**config.mk**
```make
export PLATFORM = sky130hd
export DESIGN_NAME = conv_row_sequencer_flat
export DESIGN_NICKNAME = d
export VERILOG_FILES = /design/src/rtl/conv_pkg.sv /design/src/rtl/conv_row_sequencer_if.sv /design/src/rtl/conv_row_sequencer_tap_addr_gen.sv /design/src/rtl/conv_row_sequencer.sv /design/src/flat_wrapper.sv
export SDC_FILE = /design/constraint.sdc
export NUM_CORES = 1
export LEC_CHECK = 0
export ABC_AREA = 0
export CORE_MARGIN = 3
export CORE_UTILIZATION = 53
export DETAILED_ROUTE_END_ITERATION = 16
export PLACE_DENSITY = 0.81
export SETUP_SLACK_MARGIN = 0.15
export SLEW_MARGIN = 20
export SYNTH_ARGS = -nofsm -noshare
export SYNTH_HDL_FRONTEND = slang
export SYNTH_SLANG_ARGS = --single-unit
```
**constraint.sdc**
```tcl
create_clock -name clk -period 10.55 [get_ports clk]
set_input_delay 1.5825 -clock clk [delete_from_list [all_inputs] [get_ports clk]]
set_output_delay 1.5825 -clock clk [all_outputs]
set_load 0.01 [all_outputs]
```
**src/rtl/conv_pkg.sv**
```systemverilog
// Shared types and helpers for the convolution control blocks.
// Tap numbering: tap t of output row r reads input row r+t-1.
package conv_pkg;

  localparam int ADDR_W = 32;
  localparam int K_ROWS = 3;

  typedef enum logic [2:0] {
    IDLE,
    ISSUE,
    WRITE,
    DRAIN,
    DONE
  } conv_state_e;

  function automatic logic [1:0] first_tap(
    input int unsigned r
  );
    return (r == 0) ? 2'd1 : 2'd0;
  endfunction

  function automatic logic [1:0] last_tap(
    input int unsigned r,
    input int unsigned rows,
    input int unsigned k
  );
    return (r == rows - 1) ? 2'd1 : 2'(k - 1);
  endfunction

endpackage

```
**src/rtl/conv_row_sequencer_if.sv**
```systemverilog
// Host/config, distributor and aggregation-queue signals
// of the row sequencer.
interface conv_row_sequencer_if
  import conv_pkg::*;
#(
  parameter int AW = ADDR_W
);

  logic          start;
  logic          abort;
  logic [AW-1:0] in_base;
  logic [AW-1:0] filt_base;
  logic [AW-1:0] out_base;
  logic          ds_ready;
  logic [AW-1:0] filter_addr;
  logic          valid_filter;
  logic          filter_start_out;
  logic [AW-1:0] out_address;
  logic          valid_out_addr;
  logic [AW-1:0] in_output_addr;
  logic [AW-1:0] in_input_addr;
  logic          valid_inout;
  logic          busy;
  logic          done;

  modport master (
    output start, abort, in_base, filt_base,
    output out_base, ds_ready,
    input  filter_addr, valid_filter,
    input  filter_start_out, out_address,
    input  valid_out_addr, in_output_addr,
    input  in_input_addr, valid_inout,
    input  busy, done
  );

  modport slave (
    input  start, abort, in_base, filt_base,
    input  out_base, ds_ready,
    output filter_addr, valid_filter,
    output filter_start_out, out_address,
    output valid_out_addr, in_output_addr,
    output in_input_addr, valid_inout,
    output busy, done
  );

endinterface

```
**src/rtl/conv_row_sequencer_tap_addr_gen.sv**
```systemverilog
// Combinational base + index * stride address generation
// for the filter, input-tap, output-row and row-centre addresses.
module tap_addr_gen #(
  parameter int AW         = 32,
  parameter int ROW_W      = 4,
  parameter int IN_STRIDE  = 1,
  parameter int OUT_STRIDE = 1
) (
  input  logic [AW-1:0]    in_base,
  input  logic [AW-1:0]    filt_base,
  input  logic [AW-1:0]    out_base,
  input  logic [ROW_W-1:0] row,
  input  logic [1:0]       tap,
  output logic [AW-1:0]    filter_addr,
  output logic [AW-1:0]    tap_addr,
  output logic [AW-1:0]    out_addr,
  output logic [AW-1:0]    centre_addr
);

  logic [AW-1:0] row_ext;
  logic [AW-1:0] tap_row;

  assign row_ext = AW'(row);
  // Never negative for an issued tap: out-of-range taps are skipped.
  assign tap_row = row_ext + AW'(tap) - AW'(1);

  assign filter_addr = filt_base + AW'(tap);
  assign tap_addr    = in_base + tap_row * AW'(IN_STRIDE);
  assign out_addr    = out_base + row_ext * AW'(OUT_STRIDE);
  assign centre_addr = in_base + row_ext * AW'(IN_STRIDE);

endmodule

```
**src/rtl/conv_row_sequencer.sv**
```systemverilog
// Row/tap sequencer for one 3x3 convolution pass with
// vertical zero padding by tap skipping.
module conv_row_sequencer
  import conv_pkg::*;
#(
  parameter int ADDR_WIDTH   = ADDR_W,
  parameter int IMG_ROWS     = 16,
  parameter int K_ROWS       = conv_pkg::K_ROWS,
  parameter int IN_STRIDE    = 1,
  parameter int OUT_STRIDE   = 1,
  parameter int DRAIN_CYCLES = 2
) (
  input logic                 clk,
  input logic                 rst,
  conv_row_sequencer_if.slave bus
);

  localparam int ROW_W =
    (IMG_ROWS > 1) ? $clog2(IMG_ROWS) : 1;
  localparam int DRN_W = $clog2(DRAIN_CYCLES + 1);

  conv_state_e             state;
  logic [ROW_W-1:0]        row;
  logic [1:0]              tap;
  logic [DRN_W-1:0]        drn;
  logic [ADDR_WIDTH-1:0]   in_b;
  logic [ADDR_WIDTH-1:0]   filt_b;
  logic [ADDR_WIDTH-1:0]   out_b;
  logic [ADDR_WIDTH-1:0]   g_filt;
  logic [ADDR_WIDTH-1:0]   g_tap;
  logic [ADDR_WIDTH-1:0]   g_out;
  logic [ADDR_WIDTH-1:0]   g_ctr;
  logic                    last_row;
  logic [ROW_W-1:0]        row_nx;

  assign last_row = (row == ROW_W'(IMG_ROWS - 1));
  assign row_nx   = row + ROW_W'(1);

  tap_addr_gen #(
    .AW         (ADDR_WIDTH),
    .ROW_W      (ROW_W),
    .IN_STRIDE  (IN_STRIDE),
    .OUT_STRIDE (OUT_STRIDE)
  ) u_gen (
    .in_base     (in_b),
    .filt_base   (filt_b),
    .out_base    (out_b),
    .row         (row),
    .tap         (tap),
    .filter_addr (g_filt),
    .tap_addr    (g_tap),
    .out_addr    (g_out),
    .centre_addr (g_ctr)
  );

  always_ff @(posedge clk or posedge rst) begin
    if (rst) begin
      state                <= IDLE;
      row                  <= '0;
      tap                  <= '0;
      drn                  <= '0;
      in_b                 <= '0;
      filt_b               <= '0;
      out_b                <= '0;
      bus.filter_addr      <= '0;
      bus.valid_filter     <= 1'b0;
      bus.filter_start_out <= 1'b0;
      bus.out_address      <= '0;
      bus.valid_out_addr   <= 1'b0;
      bus.in_output_addr   <= '0;
      bus.in_input_addr    <= '0;
      bus.valid_inout      <= 1'b0;
      bus.busy             <= 1'b0;
      bus.done             <= 1'b0;
    end else begin
      // Valids are single-cycle pulses, re-armed only when issuing.
      bus.valid_filter     <= 1'b0;
      bus.valid_out_addr   <= 1'b0;
      bus.filter_start_out <= 1'b0;
      bus.valid_inout      <= 1'b0;
      bus.done             <= 1'b0;
      if (bus.abort && state != IDLE) begin
        state    <= IDLE;
        bus.busy <= 1'b0;
      end else begin
        unique case (state)
          IDLE: begin
            if (bus.start && !bus.abort) begin
              in_b     <= bus.in_base;
              filt_b   <= bus.filt_base;
              out_b    <= bus.out_base;
              row      <= '0;
              tap      <= first_tap(0);
              state    <= ISSUE;
              bus.busy <= 1'b1;
            end
          end
          ISSUE: begin
            if (bus.ds_ready) begin
              bus.valid_filter     <= 1'b1;
              bus.valid_out_addr   <= 1'b1;
              bus.filter_addr      <= g_filt;
              bus.out_address      <= g_tap;
              bus.filter_start_out <=
                (tap == first_tap(32'(row)));
              if (tap == last_tap(32'(row), IMG_ROWS, K_ROWS))
                state <= WRITE;
              else
                tap <= tap + 2'd1;
            end
          end
          WRITE: begin
            if (bus.ds_ready) begin
              bus.valid_inout    <= 1'b1;
              bus.in_output_addr <= g_out;
              bus.in_input_addr  <= g_ctr;
              if (last_row) begin
                drn   <= '0;
                state <= DRAIN;
              end else begin
                row   <= row_nx;
                tap   <= first_tap(32'(row_nx));
                state <= ISSUE;
              end
            end
          end
          DRAIN: begin
            if (drn == DRN_W'(DRAIN_CYCLES - 1))
              state <= DONE;
            else
              drn <= drn + DRN_W'(1);
          end
          DONE: begin
            bus.done <= 1'b1;
            bus.busy <= 1'b0;
            state    <= IDLE;
          end
          default: state <= IDLE;
        endcase
      end
    end
  end

endmodule

```
**src/flat_wrapper.sv**
```systemverilog
// flat-port wrapper written by rule: the top's interface ports become plain ports
module conv_row_sequencer_flat import conv_pkg::*;
#(
  parameter int ADDR_WIDTH   = ADDR_W,
  parameter int IMG_ROWS     = 16,
  parameter int K_ROWS       = conv_pkg::K_ROWS,
  parameter int IN_STRIDE    = 1,
  parameter int OUT_STRIDE   = 1,
  parameter int DRAIN_CYCLES = 2
)
  (clk, rst, bus_start, bus_abort, bus_in_base, bus_filt_base, bus_out_base, bus_ds_ready, bus_filter_addr, bus_valid_filter, bus_filter_start_out, bus_out_address, bus_valid_out_addr, bus_in_output_addr, bus_in_input_addr, bus_valid_inout, bus_busy, bus_done);
  conv_row_sequencer_if bus_i ();
  input logic clk;
  input logic rst;
  input wire logic [$bits(bus_i.start)-1:0] bus_start;
  input wire logic [$bits(bus_i.abort)-1:0] bus_abort;
  input wire logic [$bits(bus_i.in_base)-1:0] bus_in_base;
  input wire logic [$bits(bus_i.filt_base)-1:0] bus_filt_base;
  input wire logic [$bits(bus_i.out_base)-1:0] bus_out_base;
  input wire logic [$bits(bus_i.ds_ready)-1:0] bus_ds_ready;
  output wire logic [$bits(bus_i.filter_addr)-1:0] bus_filter_addr;
  output wire logic [$bits(bus_i.valid_filter)-1:0] bus_valid_filter;
  output wire logic [$bits(bus_i.filter_start_out)-1:0] bus_filter_start_out;
  output wire logic [$bits(bus_i.out_address)-1:0] bus_out_address;
  output wire logic [$bits(bus_i.valid_out_addr)-1:0] bus_valid_out_addr;
  output wire logic [$bits(bus_i.in_output_addr)-1:0] bus_in_output_addr;
  output wire logic [$bits(bus_i.in_input_addr)-1:0] bus_in_input_addr;
  output wire logic [$bits(bus_i.valid_inout)-1:0] bus_valid_inout;
  output wire logic [$bits(bus_i.busy)-1:0] bus_busy;
  output wire logic [$bits(bus_i.done)-1:0] bus_done;
  assign bus_i.start = bus_start;
  assign bus_i.abort = bus_abort;
  assign bus_i.in_base = bus_in_base;
  assign bus_i.filt_base = bus_filt_base;
  assign bus_i.out_base = bus_out_base;
  assign bus_i.ds_ready = bus_ds_ready;
  assign bus_filter_addr = bus_i.filter_addr;
  assign bus_valid_filter = bus_i.valid_filter;
  assign bus_filter_start_out = bus_i.filter_start_out;
  assign bus_out_address = bus_i.out_address;
  assign bus_valid_out_addr = bus_i.valid_out_addr;
  assign bus_in_output_addr = bus_i.in_output_addr;
  assign bus_in_input_addr = bus_i.in_input_addr;
  assign bus_valid_inout = bus_i.valid_inout;
  assign bus_busy = bus_i.busy;
  assign bus_done = bus_i.done;
  conv_row_sequencer #(.ADDR_WIDTH(ADDR_WIDTH), .IMG_ROWS(IMG_ROWS), .K_ROWS(K_ROWS), .IN_STRIDE(IN_STRIDE), .OUT_STRIDE(OUT_STRIDE), .DRAIN_CYCLES(DRAIN_CYCLES)) u_core (.clk(clk), .rst(rst), .bus(bus_i));
endmodule
```
==> results.json <==
{
  "status": "finished clean",
  "fin_util_pct": 69.6,
  "layout.nets": 1703,
  "cts_buffer_depth": 3,
  "postCtsSetupRepairBufs": 0,
  "clkLatencyLatePin_ps": 530,
  "syn_avg_cell_area_um2": 9.93,
  "hold_buffers": 0,
  "die_y_um": 162,
  "rows": 56,
  "maxSlewHeadroom_pct": 44.9,
  "yosys_register_bits": 240,
  "root_buffer": "clkbuf_16",
  "dp_hpwl_mm": 22.9,
  "path_cells": "ha_1, fa_1, inv_1, ha_1, inv_1, ha_1, fa_1, a21o_1, nand4_1, a21oi_2, o31ai_2, a311o_1, a2111o_1, and4_1, o31ai_2",
  "grt_max_degree": 120,
  "antenna_found_initial": 2,
  "yosysTopAreaCellShare_pct": 46.3,
  "worst_pin_slew_ps": 826,
  "synth_enable_flop_cells": 0,
  "grt_pass1_wl_mm": 50.8,
  "worstSetupStartpointType": "flip-flop",
  "crit_top_cell": "ha_1",
  "dieArea_mm2": 0.0264,
  "final_common_cell": "dfrtp_1",
  "clk_pin_slew_worst_paths_ps": 60,
  "yosysUniqueCellTypes": 57,
  "cp-end-kind": "flip-flop",
  "worst_path_max_delay_cell": "fa_1",
  "cp_data_arrival_time_ps": 4430,
  "die_x_um": 162,
  "grt_use_total_pct": 23.6,
  "cp.required_ps": 10990,
  "vias_per_cell": 5.43,
  "synth_top_cells_by_area": "dfrtp_1 (46%), mux2_2 (8.5%), ha_1 (7.3%), nand2_1 (5.8%), o21ai_0 (5.4%)",
  "async_reset_ff_share_pct": 100,
  "core_area_mm2": 0.0238,
  "yosys_most_used_dff": "dfrtp_1",
  "p_leak_nw": 7.36,
  "power_density_mw_per_mm2": 245,
  "layout_common_cells": "dfrtp_1 (240), clkdlybuf4s50_1 (234), nand2_1 (200), o21ai_0 (139), mux2_2 (98)",
  "drive_above_1_share_pct": 10.6,
  "maxSlewViolCount": 0,
  "fmax_mhz": 250,
  "critPathLaunch": "u_core.tap[0]",
  "start_util_pct": 54.6,
  "setup_tns_ps": 0,
  "cts_resized": 0,
  "vias": 10100,
  "initialDrtViolationCount": 702,
  "postRouteAntennaNets": 0,
  "synth_largest_area_cell": "dfrtp_1",
  "drc": 0,
  "ys_seq_area_share_pct": 46.3,
  "io_buffer_count": 234,
  "holdCritPathClass": "reg -> reg",
  "min-delay-start": "u_core.bus.in_output_addr[29]",
  "overflow": 0,
  "syn2layout_area_growth_pct": 27.5,
  "gp_congestion": 0.886,
  "slowest_delay_ps": 490,
  "grt_pass1_vias": 10000,
  "r2r_start": "u_core.tap[0]",
  "fillers": 1831,
  "ys_warn_count": 0,
  "numCtsBuffers": 28,
  "ios": 235,
  "cts_num_sinks": 240,
  "post-route-period-util_pct": 37.9,
  "worstSetupPathType": "reg -> reg",
  "fin_crit_ps": 3990,
  "report.final.hold_viol_count": 0,
  "syn-instance-count": 1307,
  "setup_viol": 0,
  "synth_fp_nets": 1489,
  "drv_cap": 0,
  "htree_levels": 1,
  "synth_area_mm2": 0.0130,
  "wl_per_cell_um": 16.9,
  "skew_ps": 8.85,
  "wl_mm": 31.5,
  "cts_tree": "done",
  "ir_worst_vdd_uv": 139,
  "dr.pass1.iters": 5,
  "crit_fanout": 9,
  "rsz0062_at_grt": "false"
}
==> report_power, final <==
part	leakage [nW]	switching (mW)	total, mW	internal [mW]
Combinational	3.90	0.773	1.59	0.821
Clock	0.466	0.369	0.980	0.611
Sequential	3.00	0.259	1.48	1.22
Total	7.36	1.40	4.05	2.65
==> sequential cells by signal, summed over array words and instances, names as in the netlist <==
signal	flops
u_core.bus.valid_filter	1
u_core.row	4
u_core.bus.in_output_addr	32
u_core.state	3
u_core.bus.filter_start_out	1
u_core.tap	2
u_core.bus.busy	1
u_core.bus.in_input_addr	32
u_core.bus.done	1
u_core.out_b	32
u_core.bus.valid_inout	1
u_core.drn	2
u_core.filt_b	32
u_core.in_b	32
u_core.bus.filter_addr	32
u_core.bus.out_address	32
==> cells by family (layout without fill, tap and decap cells) <==
group           count (synthesis)  count (layout)  share of synthesized area, %
fa+ha+maj                      81              81                          8.10
buf+inv                       126             360                          3.69
mux                           101             101                          8.73
simple gates                  388             388                          13.7
xor+xnor                      116             116                          7.83
other cells                     0               1                             0
flops                         240             240                          46.3
compound gates                255             255                          11.6
==> Yosys cell counts, drive strengths merged (3+ instances only) <==
cell,instances
a2111oi,5
a211oi,8
a21o,30
a21oi,40
a31oi,6
and2,8
and3,17
and4,6
buf,12
clkbuf,44
dfrtp,240
fa,5
ha,76
inv,70
mux2,98
mux2i,3
nand2,202
nand2b,4
nand3,38
nand4,21
nand4b,3
nor2,53
nor2b,13
nor3,6
nor3b,7
o211ai,4
o21a,3
o21ai,141
o31ai,4
or2,3
xnor2,64
xor2,52
==> per-layer routing <==
metal / global-route usage (%) / up-vias / wire [um]
li1: - / 4897 / -
met1: 31.4 / 4835 / 13500
met2: 39.4 / 298 / 15100
met3: 4.91 / 64 / 1940
met4: 6.59 / 2 / 972
met5: 0 / - / 7
==> worst max-delay path: cells and delay by family (launching register included) <==
kind,cells,cell delay [ps]
compound gates,6,1530
fa+ha+maj,5,1430
buf+inv,2,100
flops,1,480
simple gates,2,360
==> area by class of cell <==
class,count,area (um2),share of cell area (%)
repair buffers,240,2390,14.4
diodes,1,2.50,0.0151
flip-flops and latches,240,6010,36.3
inverters,70,270,1.63
multi-input cells,941,6520,39.4
well taps,319,399,2.41
clock buffers,44,872,5.27
clock inverters,6,85.1,0.514
==> through the flow <==
| step | cells | worst slack [ps] | hold WS [ps] | instance area (um2) | power, mW |
|---|---|---|---|---|---|
| final | 1861 | 6560 | 478 | 16500 | 4.05 |
| after global routing | 1861 | 6260 | 504 | 16500 | 4.32 |
| after detailed placement | 1810 | 6250 | 464 | 15600 | 3.07 |
| after CTS | 1860 | 6570 | 482 | 16500 | 4.08 |
| after global placement | 1810 | 6420 | 463 | 15600 | 3.03 |
| after floorplan | 1307 | 2380 | 465 | 13000 | 2.36 |
==> path summary, 6_finish.rpt <==
| check | endpoint | slack (ps) | depth (start not counted) |
|---|---|---|---|
| max | u_core.bus.out_address[31] | 6560 | 15 |
| min | u_core.bus.in_output_addr[29] | 480 | 2 |
| max reg2reg | u_core.bus.out_address[31] | 6560 | 15 |
| min reg2reg | u_core.bus.in_output_addr[29] | 480 | 2 |
| max in group asynchronous | u_core.out_b[16] | 7570 | 3 |
| min in group asynchronous | u_core.bus.filter_addr[20] | 1600 | 2 |
No activity file was read; power rests on OpenSTA's default activity.
